## src/rtl/truncador_pwm_gen_pkg.sv

```systemverilog
// Shared defaults and the saturation-range helper used by the sample datapath.
package truncador_pkg;

  localparam int DEF_W_IN     = 28;
  localparam int DEF_LSB_DROP = 4;
  localparam int DEF_N_OUT    = 11;
  localparam int DEF_ROUND    = 0;
  localparam int DEF_W_SATCNT = 8;

  localparam int PERIOD   = 2**DEF_N_OUT - 1;
  localparam int MID_CODE = 2**(DEF_N_OUT - 1);

  typedef struct packed {
    logic pos;
    logic neg;
  } sat_flags_t;

  // v is the sign-extended (and optionally rounded) sample; the kept field fits
  // iff everything from its sign bit upward is a pure sign extension.
  function automatic sat_flags_t sat_trunc(input logic [63:0] v, input int lsb_drop,
                                           input int n_out);
    sat_flags_t r;
    logic [63:0] hi;
    hi = $signed(v) >>> (lsb_drop + n_out - 1);
    r  = '0;
    if (hi != '0 && hi != '1) begin
      if (v[63]) r.neg = 1'b1;
      else       r.pos = 1'b1;
    end
    return r;
  endfunction

endpackage

```

## src/rtl/truncador_pwm_gen_pwm_core.sv

```systemverilog
// PWM counter with shadow-to-active duty transfer only at period wrap or while disabled.
module pwm_core
  import truncador_pkg::*;
#(
  parameter int N_OUT = DEF_N_OUT
) (
  input  logic             clk,
  input  logic             reset,
  input  logic             enable,
  input  logic [N_OUT-1:0] shadow_duty,
  output logic             pwm_out,
  output logic             period_start
);

  localparam logic [N_OUT-1:0] CNT_MAX = {{(N_OUT-1){1'b1}}, 1'b0};
  localparam logic [N_OUT-1:0] MID     = {1'b1, {(N_OUT-1){1'b0}}};

  logic [N_OUT-1:0] cnt;
  logic [N_OUT-1:0] active_duty;

  // pwm_out and period_start are registered from the same cnt, so they stay aligned.
  always_ff @(posedge clk) begin
    if (reset) begin
      cnt          <= '0;
      active_duty  <= MID;
      pwm_out      <= 1'b0;
      period_start <= 1'b0;
    end else if (!enable) begin
      cnt          <= '0;
      active_duty  <= shadow_duty;
      pwm_out      <= 1'b0;
      period_start <= 1'b0;
    end else begin
      pwm_out      <= (cnt < active_duty);
      period_start <= (cnt == '0);
      if (cnt == CNT_MAX) begin
        cnt         <= '0;
        active_duty <= shadow_duty;
      end else begin
        cnt <= cnt + 1'b1;
      end
    end
  end

endmodule

```

## src/rtl/truncador_pwm_gen.sv

```systemverilog
// Sample capture, truncate/round + saturate to offset-binary duty, statistics, PWM.
module truncador_pwm_gen
  import truncador_pkg::*;
#(
  parameter int W_IN     = DEF_W_IN,
  parameter int LSB_DROP = DEF_LSB_DROP,
  parameter int N_OUT    = DEF_N_OUT,
  parameter int ROUND    = DEF_ROUND,
  parameter int W_SATCNT = DEF_W_SATCNT
) (
  input  logic                clk,
  input  logic                reset,
  input  logic                CS,
  input  logic [W_IN-1:0]     Dato_In,
  input  logic                enable,
  input  logic                clr_sat,
  output logic [N_OUT-1:0]    Dato_Out,
  output logic                dato_valid,
  output logic                sat_pos,
  output logic                sat_neg,
  output logic [W_SATCNT-1:0] sat_count,
  output logic                pwm_out,
  output logic                period_start
);

  localparam logic [N_OUT-1:0] MID = {1'b1, {(N_OUT-1){1'b0}}};

  logic             cs_s1, cs_s2, strobe, cap_v;
  logic [W_IN-1:0]  data_r;
  logic [63:0]      v_ext;
  sat_flags_t       flags;
  logic [N_OUT-1:0] code_w;

  assign strobe = cs_s1 & ~cs_s2;

  // 64-bit working width: the rounding add can never wrap.
  always_comb begin
    v_ext = {{(64-W_IN){data_r[W_IN-1]}}, data_r};
    if (ROUND != 0 && LSB_DROP > 0) v_ext = v_ext + (64'd1 << (LSB_DROP - 1));
    flags = sat_trunc(v_ext, LSB_DROP, N_OUT);
    if (flags.pos)      code_w = '1;
    else if (flags.neg) code_w = '0;
    else                code_w = {~v_ext[LSB_DROP+N_OUT-1], v_ext[LSB_DROP+N_OUT-2:LSB_DROP]};
  end

  always_ff @(posedge clk) begin
    if (reset) begin
      cs_s1      <= 1'b0;
      cs_s2      <= 1'b0;
      cap_v      <= 1'b0;
      data_r     <= '0;
      Dato_Out   <= MID;
      dato_valid <= 1'b0;
      sat_pos    <= 1'b0;
      sat_neg    <= 1'b0;
      sat_count  <= '0;
    end else begin
      cs_s1      <= CS;
      cs_s2      <= cs_s1;
      cap_v      <= strobe;
      dato_valid <= cap_v;
      if (strobe) data_r <= Dato_In;
      if (cap_v) begin
        Dato_Out <= code_w;
        sat_pos  <= flags.pos;
        sat_neg  <= flags.neg;
      end
      if (clr_sat)
        sat_count <= '0;
      else if (cap_v && (flags.pos || flags.neg) && sat_count != '1)
        sat_count <= sat_count + 1'b1;
    end
  end

  // Dato_Out doubles as the shadow duty register feeding the PWM.
  pwm_core #(.N_OUT(N_OUT)) u_pwm (
    .clk          (clk),
    .reset        (reset),
    .enable       (enable),
    .shadow_duty  (Dato_Out),
    .pwm_out      (pwm_out),
    .period_start (period_start)
  );

endmodule

```

## config.mk

```make
export PLATFORM = sky130hd
export DESIGN_NAME = truncador_pwm_gen
export DESIGN_NICKNAME = d
export VERILOG_FILES = /design/src/rtl/truncador_pwm_gen_pkg.sv /design/src/rtl/truncador_pwm_gen_pwm_core.sv /design/src/rtl/truncador_pwm_gen.sv
export SDC_FILE = /design/constraint.sdc
export NUM_CORES = 1
export LEC_CHECK = 0
export BUFFER_PORTS_ARGS = -buffer_cell sky130_fd_sc_hd__clkbuf_2
export CAP_MARGIN = 10
export CORE_UTILIZATION = 55
export DETAILED_ROUTE_END_ITERATION = 10
export HOLD_SLACK_MARGIN = 0.12
export MAX_ROUTING_LAYER = met4
export PLACE_DENSITY_LB_ADDON = 0.08
export SYNTH_ARGS = -nofsm -noshare
export SYNTH_HDL_FRONTEND = slang
export SYNTH_HIERARCHICAL = 1
export SYNTH_SLANG_ARGS = --single-unit
```

## constraint.sdc

```tcl
create_clock -name clk -period 3.25 [get_ports clk]
set_clock_uncertainty 0.15 [all_clocks]
set_input_delay 0.325 -clock clk [delete_from_list [all_inputs] [get_ports clk]]
set_output_delay 0.325 -clock clk [all_outputs]
set_load 0.03 [all_outputs]
```

==> results of run 1 <==
==> through the flow <==
step | hold WS [ns] | instances
3_3_place_gp | 0.277 | 524
2_1_floorplan | 0.254 | 421
5_1_grt | 0.196 | 565
4_1_cts | 0.186 | 565
3_5_place_dp | 0.282 | 524
6_report | 0.189 | 565
==> per-layer routing <==
layer | up-vias | share of wire, % | wire [µm] | track usage [%]
met3 | 26 | 3.7 | 298 | 4.49
li1 | 1633 | - | - | -
met5 | - | 0 | 0 | -
met1 | 1482 | 45 | 3620 | 32.6
met4 | 0 | 2.5 | 204 | 13.4
met2 | 84 | 49 | 3990 | 46.3
==> worst max-delay path, cell delays in order (launching register included) <==
cell     delay (ns)
dfxtp_1        0.51
nand4_2        0.51
o311a_1        0.52
a211o_1        0.26
==> registers in the layout (all words and copies together) (netlist names), 8 cells and up <==
name,count
Dato_Out,11
u_pwm/cnt,11
u_pwm/active_duty,11
data_r,24
sat_count,8
==> cells in the mapped netlist (2+ instances only) <==
cell / n
dfxtp_1: 73
a21oi_1: 62
nand2_1: 54
nor2_1: 21
clkbuf_1: 18
or3_1: 18
inv_1: 17
ha_1: 14
nor4_1: 14
nor3_1: 13
o21ai_0: 13
nand2b_1: 12
nand3_1: 10
nand3b_1: 10
o22ai_1: 10
nand4_1: 8
buf_2: 7
o31ai_1: 6
nor2b_1: 5
or4_1: 4
and3_1: 3
and4_1: 3
a211oi_1: 2
buf_1: 2
or2_2: 2
xor2_1: 2
==> logic make-up after synthesis <==
group	Yosys count	synth area share, %
adders and majority gates	14	5.14
AOI/OAI and AO/OA	101	16.8
DFF	73	42.9
buffers and inverters	46	5.54
and+or+nand+nor	184	28.9
xor gates and xnor gates	3	0.771
==> final cells by class <==
type                            count  share of cell area (%)
Multi-Input combinational cell    302                    42.6
Clock buffer                       10                    3.09
Sequential cell                    73                    35.4
Tap cell                           75                    2.27
Timing Repair Buffer               81                    13.1
Clock inverter                      6                    2.00
Inverter                           18                    1.63
==> how the worst max path moves through the flow <==
stage / start / end / slack, ns / cells after the start
floorplan: sat_count[0] / sat_count[5] / 1.36 / 6
global placement: u_pwm/cnt[1] / u_pwm/active_duty[10] / 1.22 / 4
detailed placement: u_pwm/cnt[1] / u_pwm/active_duty[10] / 1.19 / 4
CTS: u_pwm/cnt[2] / u_pwm/active_duty[10] / 1.18 / 3
global route: u_pwm/cnt[2] / u_pwm/cnt[7] / 1.01 / 4
finish: u_pwm/cnt[2] / u_pwm/active_duty[10] / 1.18 / 3
==> report_power, final <==
group / internal (mW) / total (mW) / switching [mW]
Clock: 0.428 / 0.763 / 0.335
Sequential: 0.928 / 0.951 / 0.0237
Combinational: 0.0876 / 0.203 / 0.116
Total: 1.44 / 1.92 / 0.474
==> timing repair <==
item,4_1_cts,5_1_grt
endpoints found under the hold margin,25,0
gates resized for setup,0,0
hold buffers,25,0
==> flow_summary.yaml, run 1 <==
run_status:
  status: "complete, no violations"
floorplan:
  rows: 28
  die_area_um2: 6520
  die_y_um: 80.7
  coreArea_um2: 5960
  fp.dieW_um: 80.7
  initial_core_util_pct: 57.2
  io_pins: 57
power_and_ir_drop:
  p_leak_nw: 1.64
  power_density_nw_per_um2: 464
  irDropWorstVdd_v: 0.000286
  finalPower_mw: 1.92
grt:
  antenna_found_initial: 0
  gr-total-overflow: 0
  grtUsageTotal_pct: 27.8
  grt_max_degree: 42
  grt_pass1_wl_um: 13400
  grt_pass1_vias: 2945
timing:
  final-setup-viol-count: 0
  fin_crit_ns: 2.07
  relSlewSlack_pct: 42.3
  report.final.slew_viol_count: 0
  worst_slew_pin_slew_ns: 0.865
  max_freq_mhz: 484
  rsz0062_at_grt: "no"
  timing.final.hold_violations: 0
  worst_slack_ns: 1.18
  fin_setup_tns_ns: 0
  period_share_pct: 63.5
min_path:
  holdCritStartpoint: "clr_sat"
  hold_class: "in2reg"
  worst_hold_path.num_cells: 3
  whs_endpoint: "sat_count[2]"
synthesis:
  synth_cell_types: 44
  synth_area_leaders: "dfxtp_1 43%, a21oi_1 9.1%, nand2_1 5.9%, ha_1 5.1%, or3_1 3.3%"
  syn_nets: 468
  avgSynthCellArea_um2: 8.10
  netlist_area_um2: 3410
  async_reset_ff_share_pct: 0
  ys_warn_count: 6
  yosys.area.top_type: "dfxtp_1"
  synth_edf_count: 0
  synth_seq_area_share_pct: 42.9
  synth_top_area_share_pct: 42.9
  synth_ff_type: "dfxtp_1"
  netlist_instances: 421
  synth-seq-cells: 73
final_layout:
  nets: 532
  mostFrequentLayoutCell: "dfxtp_1"
  final_area_um2: 4130
  antenna_cells: 0
  multiInputGateArea_um2: 1760
  fin_util_pct: 69.4
  layout_common_cells: "73 x dfxtp_1, 62 x a21oi_1, 54 x nand2_1, 52 x clkbuf_2, 25 x dlygate4sd3_1"
  drive_gt1_share_pct: 15.9
  fillers: 491
  area_growth_pct: 21.2
  seqCellArea_um2: 1460
clock_network:
  cts_tree: "yes"
  clk_pin_slew_ns: 0.08
  cts_inserted_buffers: 9
  htree_levels: 3
  clockRootBuffer: "clkbuf_8"
  cts_max_path_buffers: 2
  cts.sinks: 73
  clk_latency_ns: 0.35
  cts_setup_buffers: 0
detailed_routing:
  vias: 3225
  drt-total-wl_um: 8110
  post_drt_wl_per_cell_um: 14.4
  viasPerCell: 5.71
  remaining_drc_errors: 0
  drt_pass1_iterations: 5
  ant_nets: 0
  drt_iter0_drc: 220
place:
  preCtsSetupSlack_ns: 1.19
  place_congestion: 0.829
  dp_hpwl_um: 5310
  placedInstanceArea_um2: 3670
  port_buffers: 52
critical_path:
  cp.arrival_ns: 2.15
  cp-end-kind: "flop"
  crit_required_ns: 3.34
  rr_startpoint: "u_pwm/cnt[2]"
  crit_path_start_kind: "flop"
  worstPathMaxFanout: 23
  reg2reg_to: "u_pwm/active_duty[10]"
  reg2reg_slack_ns: 1.18
  reg2regPathDepth: 3
  path_class: "reg2reg"
flow_run:
  maxCapViolCount: 0
Power figures use the tool's default switching activity.
==> run 2: changes to the inputs <==
--- a/config.mk
+++ b/config.mk
@@ -5,6 +5,7 @@
 export SDC_FILE = /design/constraint.sdc
 export NUM_CORES = 1
 export LEC_CHECK = 0
+export ABC_AREA = 1
 export BUFFER_PORTS_ARGS = -buffer_cell sky130_fd_sc_hd__clkbuf_2
 export CAP_MARGIN = 10
 export CORE_UTILIZATION = 55
==> constraint.sdc (replaced) <==
create_clock -name clk -period 2.1 [get_ports clk]
set_clock_uncertainty 0.15 [all_clocks]
set_input_delay 0.21 -clock clk [delete_from_list [all_inputs] [get_ports clk]]
set_output_delay 0.21 -clock clk [all_outputs]
set_load 0.03 [all_outputs]
==> run 2 against run 1 <==
  * Flip-flop and latch count unchanged
  * Via count decreased by 1.8%
  * Core utilization increased by 1.1 points
  * Sequential power increased by 57%
  * Sequential share of layout area decreased by 0.75 points
  * Count of clock-buffer cells in the layout unchanged
  * Synthesized cell count increased by 14%
  * Worst setup slack got worse by 0.89 ns
  * Register-to-register slack got worse by 0.89 ns
  * Critical path type unchanged
  * Highest routed layer unchanged
==> flow_summary.yaml, run 2 <==
run_status:
  status: "complete, no violations"
synthesis:
  synth_top_family_by_area: "simple AND/OR/NAND/NOR gates"
  syn_nets: 527
  synth.most_common_cell: "nor2_1"
  yosys.area.top_type: "dfxtp_1"
  synthAdderAreaFrac_pct: 5.07
  synth_edf_count: 0
  synth-seq-cells: 73
  muxShareOfSynthArea_pct: 0
  synthTopCellsByCount: "114 x nor2_1, 87 x nand2_1, 73 x dfxtp_1"
  synth_ff_type: "dfxtp_1"
  synth_area_leaders: "dfxtp_1 42%, nor2_1 12%, nand2_1 9.5%, ha_1 5.1%, inv_1 4.8%"
  netlist_area_um2: 3450
  avgSynthCellArea_um2: 7.20
  async_reset_ff_share_pct: 0
  synth_top_area_share_pct: 42.3
  ys_warn_count: 6
  synth_seq_area_share_pct: 42.3
  synth_compound_area_share_pct: 9.05
  synth-simple-area-share_pct: 34.0
  netlist_instances: 480
  synthXorXnorAreaFrac_pct: 1.52
  synth_cell_types: 31
clock_network:
  cts_resized: 0
  clockRootBuffer: "clkbuf_8"
  cts_max_path_buffers: 2
  htree_levels: 3
  clk_latency_ns: 0.35
  clk_pin_slew_ns: 0.07
  cts_inserted_buffers: 9
  cts_tree: "yes"
  cts.sinks: 73
place:
  place_congestion: 0.854
  port_buffers: 52
  placedInstanceArea_um2: 3760
  dp_hpwl_um: 5110
floorplan:
  coreArea_um2: 5990
  fp.dieW_um: 81.3
  io_pins: 57
  initial_core_util_pct: 57.7
  die_y_um: 81.3
  die_area_um2: 6600
  rows: 28
critical_path:
  reg2reg_to: "Dato_Out[3]"
  path_class: "reg2reg"
  worst_path_most_repeated_cell: "nor2_1"
  cp-end-kind: "flop"
  crit_required_ns: 2.23
  crit_chain: "nor2_1 > nand2_1 > nor2_1 > nand2_2 > nand3_1 > nor2_1 > nor2_1 > nor2_1"
  slowest_stage: "nor2_1"
  worstPathMaxFanout: 11
  reg2reg_slack_ns: 0.30
  rr_startpoint: "data_r[27]"
  crit_path_start_kind: "flop"
  critical_path_buf_inv_count: 0
  slowest_delay_ns: 0.57
  cp-startpoint: "data_r[27]"
  path_delay_family: "simple AND/OR/NAND/NOR gates"
  reg2regPathDepth: 8
  cp.arrival_ns: 1.94
timing:
  rsz0062_at_grt: "no"
  max_freq_mhz: 554
  fin_setup_tns_ns: 0
  final-setup-viol-count: 0
  worst_slew_pin_slew_ns: 0.739
  period_share_pct: 85.9
  relSlewSlack_pct: 50.6
  report.final.slew_viol_count: 0
  timing.final.hold_violations: 0
  fin_crit_ns: 1.80
final_layout:
  nets: 607
  area_growth_pct: 22.2
  drive_gt1_share_pct: 16.8
  final_area_um2: 4220
  largest_reg_flops: 24
  mostFrequentLayoutCell: "nor2_1"
  antenna_cells: 0
  layout_common_cells: "114 x nor2_1, 87 x nand2_1, 73 x dfxtp_1, 52 x clkbuf_2, 44 x inv_1"
  largest-register: "data_r"
  fin_util_pct: 70.5
min_path:
  hold_class: "reg2reg"
  holdCritStartpoint: "cs_s1"
  whs_endpoint: "cs_s2"
  worst_hold_path.num_cells: 2
power_and_ir_drop:
  p_leak_nw: 1.99
  irDropWorstVdd_v: 0.000504
  power_density_nw_per_um2: 682
detailed_routing:
  post_drt_wl_per_cell_um: 12.0
  ant_nets: 0
  drt_iter0_drc: 113
  remaining_drc_errors: 0
  vias: 3168
  drt_pass1_iterations: 5
  viasPerCell: 4.96
  drt-total-wl_um: 7690
grt:
  grt_pass1_vias: 2914
  antenna_found_initial: 0
  grtUsageTotal_pct: 26.8
  grt_pass1_wl_um: 12900
  gr-total-overflow: 0
  grt_max_degree: 26
flow_run:
  maxCapViolCount: 0
-- run 2: cell types whose count changed after synthesis, sizes merged, moves of 8 or more --
cell	before	now
inv	18	45
nor4	15	0
nor3	13	1
nand3	10	40
nand2	54	91
a21oi	62	28
o21ai	14	30
nand3b	10	0
o22ai	10	0
nand2b	12	0
or3	18	0
nor2	21	120
clkbuf	18	10
-- run 2: worst min-delay path, stage by stage, from the launching register on --
cell and delay, ns:
dfxtp_1 0.30, inv_1 0.06, nor2_1 0.04
-- run 2: layout make-up --
type | count | area, µm²
Multi-Input combinational cell | 343 | 1720
Clock buffer | 10 | 128
Fill cell | 506 | 1770
Sequential cell | 73 | 1460
Tap cell | 75 | 93.8
Timing Repair Buffer | 87 | 593
Clock inverter | 5 | 57.6
Inverter | 46 | 173
-- run 2: kinds of logic after synthesis --
| family | count (synthesis) |
|---|---|
| AO/OA/AOI/OAI | 61 |
| flip-flops | 73 |
| AND/OR/NAND/NOR | 262 |
| buffers and inverters | 64 |
| XOR/XNOR | 6 |
| adder cells (fa/ha/maj) | 14 |
-- run 2: through the flow --
| stage | power [mW] | hold slack [ns] | std cells | worst slack, ns |
|---|---|---|---|---|
| 2_1_floorplan | 1.73 | 0.167 | 480 | 0.358 |
| 3_3_place_gp | 1.81 | 0.254 | 596 | 0.382 |
| 3_5_place_dp | 1.82 | 0.261 | 596 | 0.337 |
| 4_1_cts | 2.91 | 0.286 | 639 | 0.311 |
| 5_1_grt | 3.02 | 0.321 | 639 | 0.118 |
| 6_report | 2.88 | 0.283 | 639 | 0.296 |
-- run 2: layer usage --
| metal | wire [µm] | GRT usage [%] | part of all wire [%] |
|---|---|---|---|
| met3 | 265 | 5.39 | 3.4 |
| met5 | 0 | - | 0 |
| met1 | 3340 | 29.7 | 43 |
| met4 | 139 | 11.1 | 1.8 |
| met2 | 3950 | 46.7 | 51 |
-- run 2: how the worst max path moves through the flow --
stage | cells after the start | slack [ns] | endpoint
after CTS | 8 | 0.31 | Dato_Out[3]
final | 8 | 0.30 | Dato_Out[3]
after global routing | 9 | 0.12 | Dato_Out[5]
after floorplan | 7 | 0.36 | sat_count[7]
after detailed placement | 8 | 0.34 | Dato_Out[3]
after global placement | 8 | 0.38 | Dato_Out[6]
-- run 2: report_power, final --
group          internal (mW)  leakage (nW)  switching (mW)
Clock                  0.540        0.0844           0.507
Sequential              1.45         0.597          0.0420
Combinational          0.144          1.30           0.201
-- run 2: what timing repair did --
item | in CTS | in global routing
hold endpoints to repair | 38 | 0
hold buffers | 28 | 0
setup buffers | 0 | 0
==> run 3: changes to the inputs <==
--- a/config.mk
+++ b/config.mk
@@ -15,5 +15,4 @@
 export PLACE_DENSITY_LB_ADDON = 0.08
 export SYNTH_ARGS = -nofsm -noshare
 export SYNTH_HDL_FRONTEND = slang
-export SYNTH_HIERARCHICAL = 1
 export SYNTH_SLANG_ARGS = --single-unit
==> run 3 against run 2 <==
  * Worst hold slack better by 0.031 ns
  * Register-to-register slack better by 0.07 ns
  * Non-clock buffer count down 1
  * Wire length down 7.5%
  * Critical path depth up 1
  * Largest power group unchanged
==> flow_summary.yaml, run 3 <==
final_layout:
  instances_no_fill: 594
  fillers: 469
  largest_reg_flops: 24
  mostFrequentLayoutCell: "nor2_1"
  area_growth_pct: 24.2
  largest-register: "data_r"
  drive_gt1_share_pct: 16.3
  nets: 564
  antenna_cells: 0
  fin_util_pct: 72.0
  layout_common_cells: "82 x nor2_1, 73 x dfxtp_1, 68 x nand2_1, 52 x clkbuf_2, 46 x inv_1"
timing:
  relSlewSlack_pct: 72.4
  final-setup-viol-count: 0
  report.final.slew_viol_count: 0
  period_share_pct: 82.3
  worst_slew_pin_slew_ns: 0.413
  fin_crit_ns: 1.73
  rsz0062_at_grt: "no"
  fin_setup_tns_ns: 0
  timing.final.hold_violations: 0
  max_freq_mhz: 578
floorplan:
  initial_core_util_pct: 58.0
  io_pins: 57
  coreArea_um2: 5610
  rows: 27
  die_area_um2: 6230
  die_y_um: 78.9
  fp.dieW_um: 78.9
place:
  port_buffers: 52
  place_congestion: 0.811
  dp_hpwl_um: 4670
  place_inst: 549
critical_path:
  cp.arrival_ns: 1.85
  crit_path_start_kind: "flop"
  crit_chain: "nand2_1 > inv_1 > nand2_1 > nor2_1 > nand2_1 > nand2_2 > nor2_2 > nand3_1 > a21oi_1"
  slowest_stage: "dfxtp_1"
  worst_path_most_repeated_cell: "nand2_1"
  slowest_delay_ns: 0.35
  cp-end-kind: "flop"
  crit_required_ns: 2.22
  worstPathMaxFanout: 11
  critical_path_buf_inv_count: 1
  reg2reg_slack_ns: 0.37
  path_delay_family: "simple AND/OR/NAND/NOR gates"
  path_class: "reg2reg"
power_and_ir_drop:
  power_density_nw_per_um2: 732
  irDropWorstVdd_v: 0.000459
  p_leak_nw: 1.94
detailed_routing:
  drt-total-wl_um: 7110
  drt-met1-wl_um: 3150
  routed-wl-met3_um: 189
  post_drt_wl_per_cell_um: 12.0
  remaining_drc_errors: 0
  viasPerCell: 5.02
  drt_iter0_drc: 101
  ant_nets: 0
  drt_pass1_iterations: 5
  route.met2.wl_um: 3600
  highest_layer: "met4"
  vias: 2981
clock_network:
  clockRootBuffer: "clkbuf_8"
  cts_resized: 0
  cts_inserted_buffers: 9
  postCtsHoldBufs: 29
  cts_tree: "yes"
  clk_pin_slew_ns: 0.08
  cts_max_path_buffers: 2
  htree_levels: 3
  clk_latency_ns: 0.34
  cts_setup_buffers: 0
  cts.sinks: 73
synthesis:
  netlist_area_um2: 3250
  netlist_instances: 435
  synth_seq_area_share_pct: 44.9
  synth_top_area_share_pct: 44.9
  avgSynthCellArea_um2: 7.48
  synth-seq-cells: 73
  synthTopCellsByCount: "82 x nor2_1, 73 x dfxtp_1, 68 x nand2_1"
  yosys.area.top_type: "dfxtp_1"
  synth_ff_type: "dfxtp_1"
  synth_cell_types: 30
  synth.most_common_cell: "nor2_1"
  synth_edf_count: 0
  syn_nets: 482
  synth_area_leaders: "dfxtp_1 45%, nor2_1 9.5%, nand2_1 7.8%, o21ai_0 6.2%, ha_1 5.4%"
  ys_warn_count: 0
  async_reset_ff_share_pct: 0
grt:
  grt_max_degree: 45
  grt_pass1_vias: 2837
  gr-total-overflow: 0
  grtUsageTotal_pct: 26.1
  antenna_found_initial: 0
  grt_pass1_wl_um: 12400
min_path:
  hold_class: "reg2reg"
run_status:
  status: "complete, no violations"
flow_run:
  maxCapViolCount: 0
## run 3: changes by cell type after synthesis, moves of 3 or more
cell	previous run	this run
buf_4	3	0
nor2_1	114	82
xor2_1	4	7
nand3_2	8	0
nand2_1	87	68
nor3_1	1	4
o21ai_0	29	40
## run 3: final timing paths
check	startpoint	end	depth (start not counted)
setup / recovery	data_r[27]	sat_count[4]	9
hold / removal	u_pwm.active_duty[2]	u_pwm.active_duty[2]	2
setup reg to reg	data_r[27]	sat_count[4]	9
hold reg to reg	u_pwm.active_duty[2]	u_pwm.active_duty[2]	2
## run 3: cells by family after synthesis
kind of cell / Yosys count / synth area share (%)
compound gates: 72 / 11.4
xor+xnor: 7 / 1.88
fa+ha+maj: 14 / 5.38
flops: 73 / 44.9
buf+inv: 65 / 8.81
simple gates: 204 / 27.6
## run 3: metrics by stage
| step | area [µm²] | hold slack (ns) | setup WS [ns] | power (mW) |
|---|---|---|---|---|
| floorplan | 3250 | 0.167 | 0.358 | 1.72 |
| global placement | 3540 | 0.256 | 0.454 | 1.79 |
| detailed placement | 3540 | 0.262 | 0.413 | 1.80 |
| CTS | 4040 | 0.312 | 0.384 | 2.98 |
| global route | 4040 | 0.329 | 0.160 | 3.10 |
| finish | 4040 | 0.314 | 0.371 | 2.96 |
## run 3: per-layer routing
metal,vias to the layer above,global-route usage [%]
met5,-,-
met4,0,14.2
met3,16,3.79
met2,58,44.5
met1,1345,29.7
li1,1562,-
## run 3: report_power, final
part / total (mW) / switching (mW) / leakage, nW / internal [mW]
clock network: 1.15 / 0.500 / 0.107 / 0.646
registers: 1.49 / 0.0378 / 0.597 / 1.45
logic: 0.327 / 0.193 / 1.23 / 0.134
## run 3: final cells by class
cell class / instances / area [µm²] / share of cell area, %
Clock buffer: 14 / 173 / 4.27
Clock inverter: 2 / 35.0 / 0.867
Inverter: 50 / 188 / 4.65
Multi-Input combinational cell: 297 / 1510 / 37.3
Sequential cell: 73 / 1460 / 36.2
Tap cell: 72 / 90.1 / 2.23
Timing Repair Buffer: 86 / 588 / 14.6
## run 3: tightest hold or removal path, cell delays in order (launching register included)
cell	delay [ns]
dfxtp_1	0.30
inv_1	0.06
a21oi_1	0.06
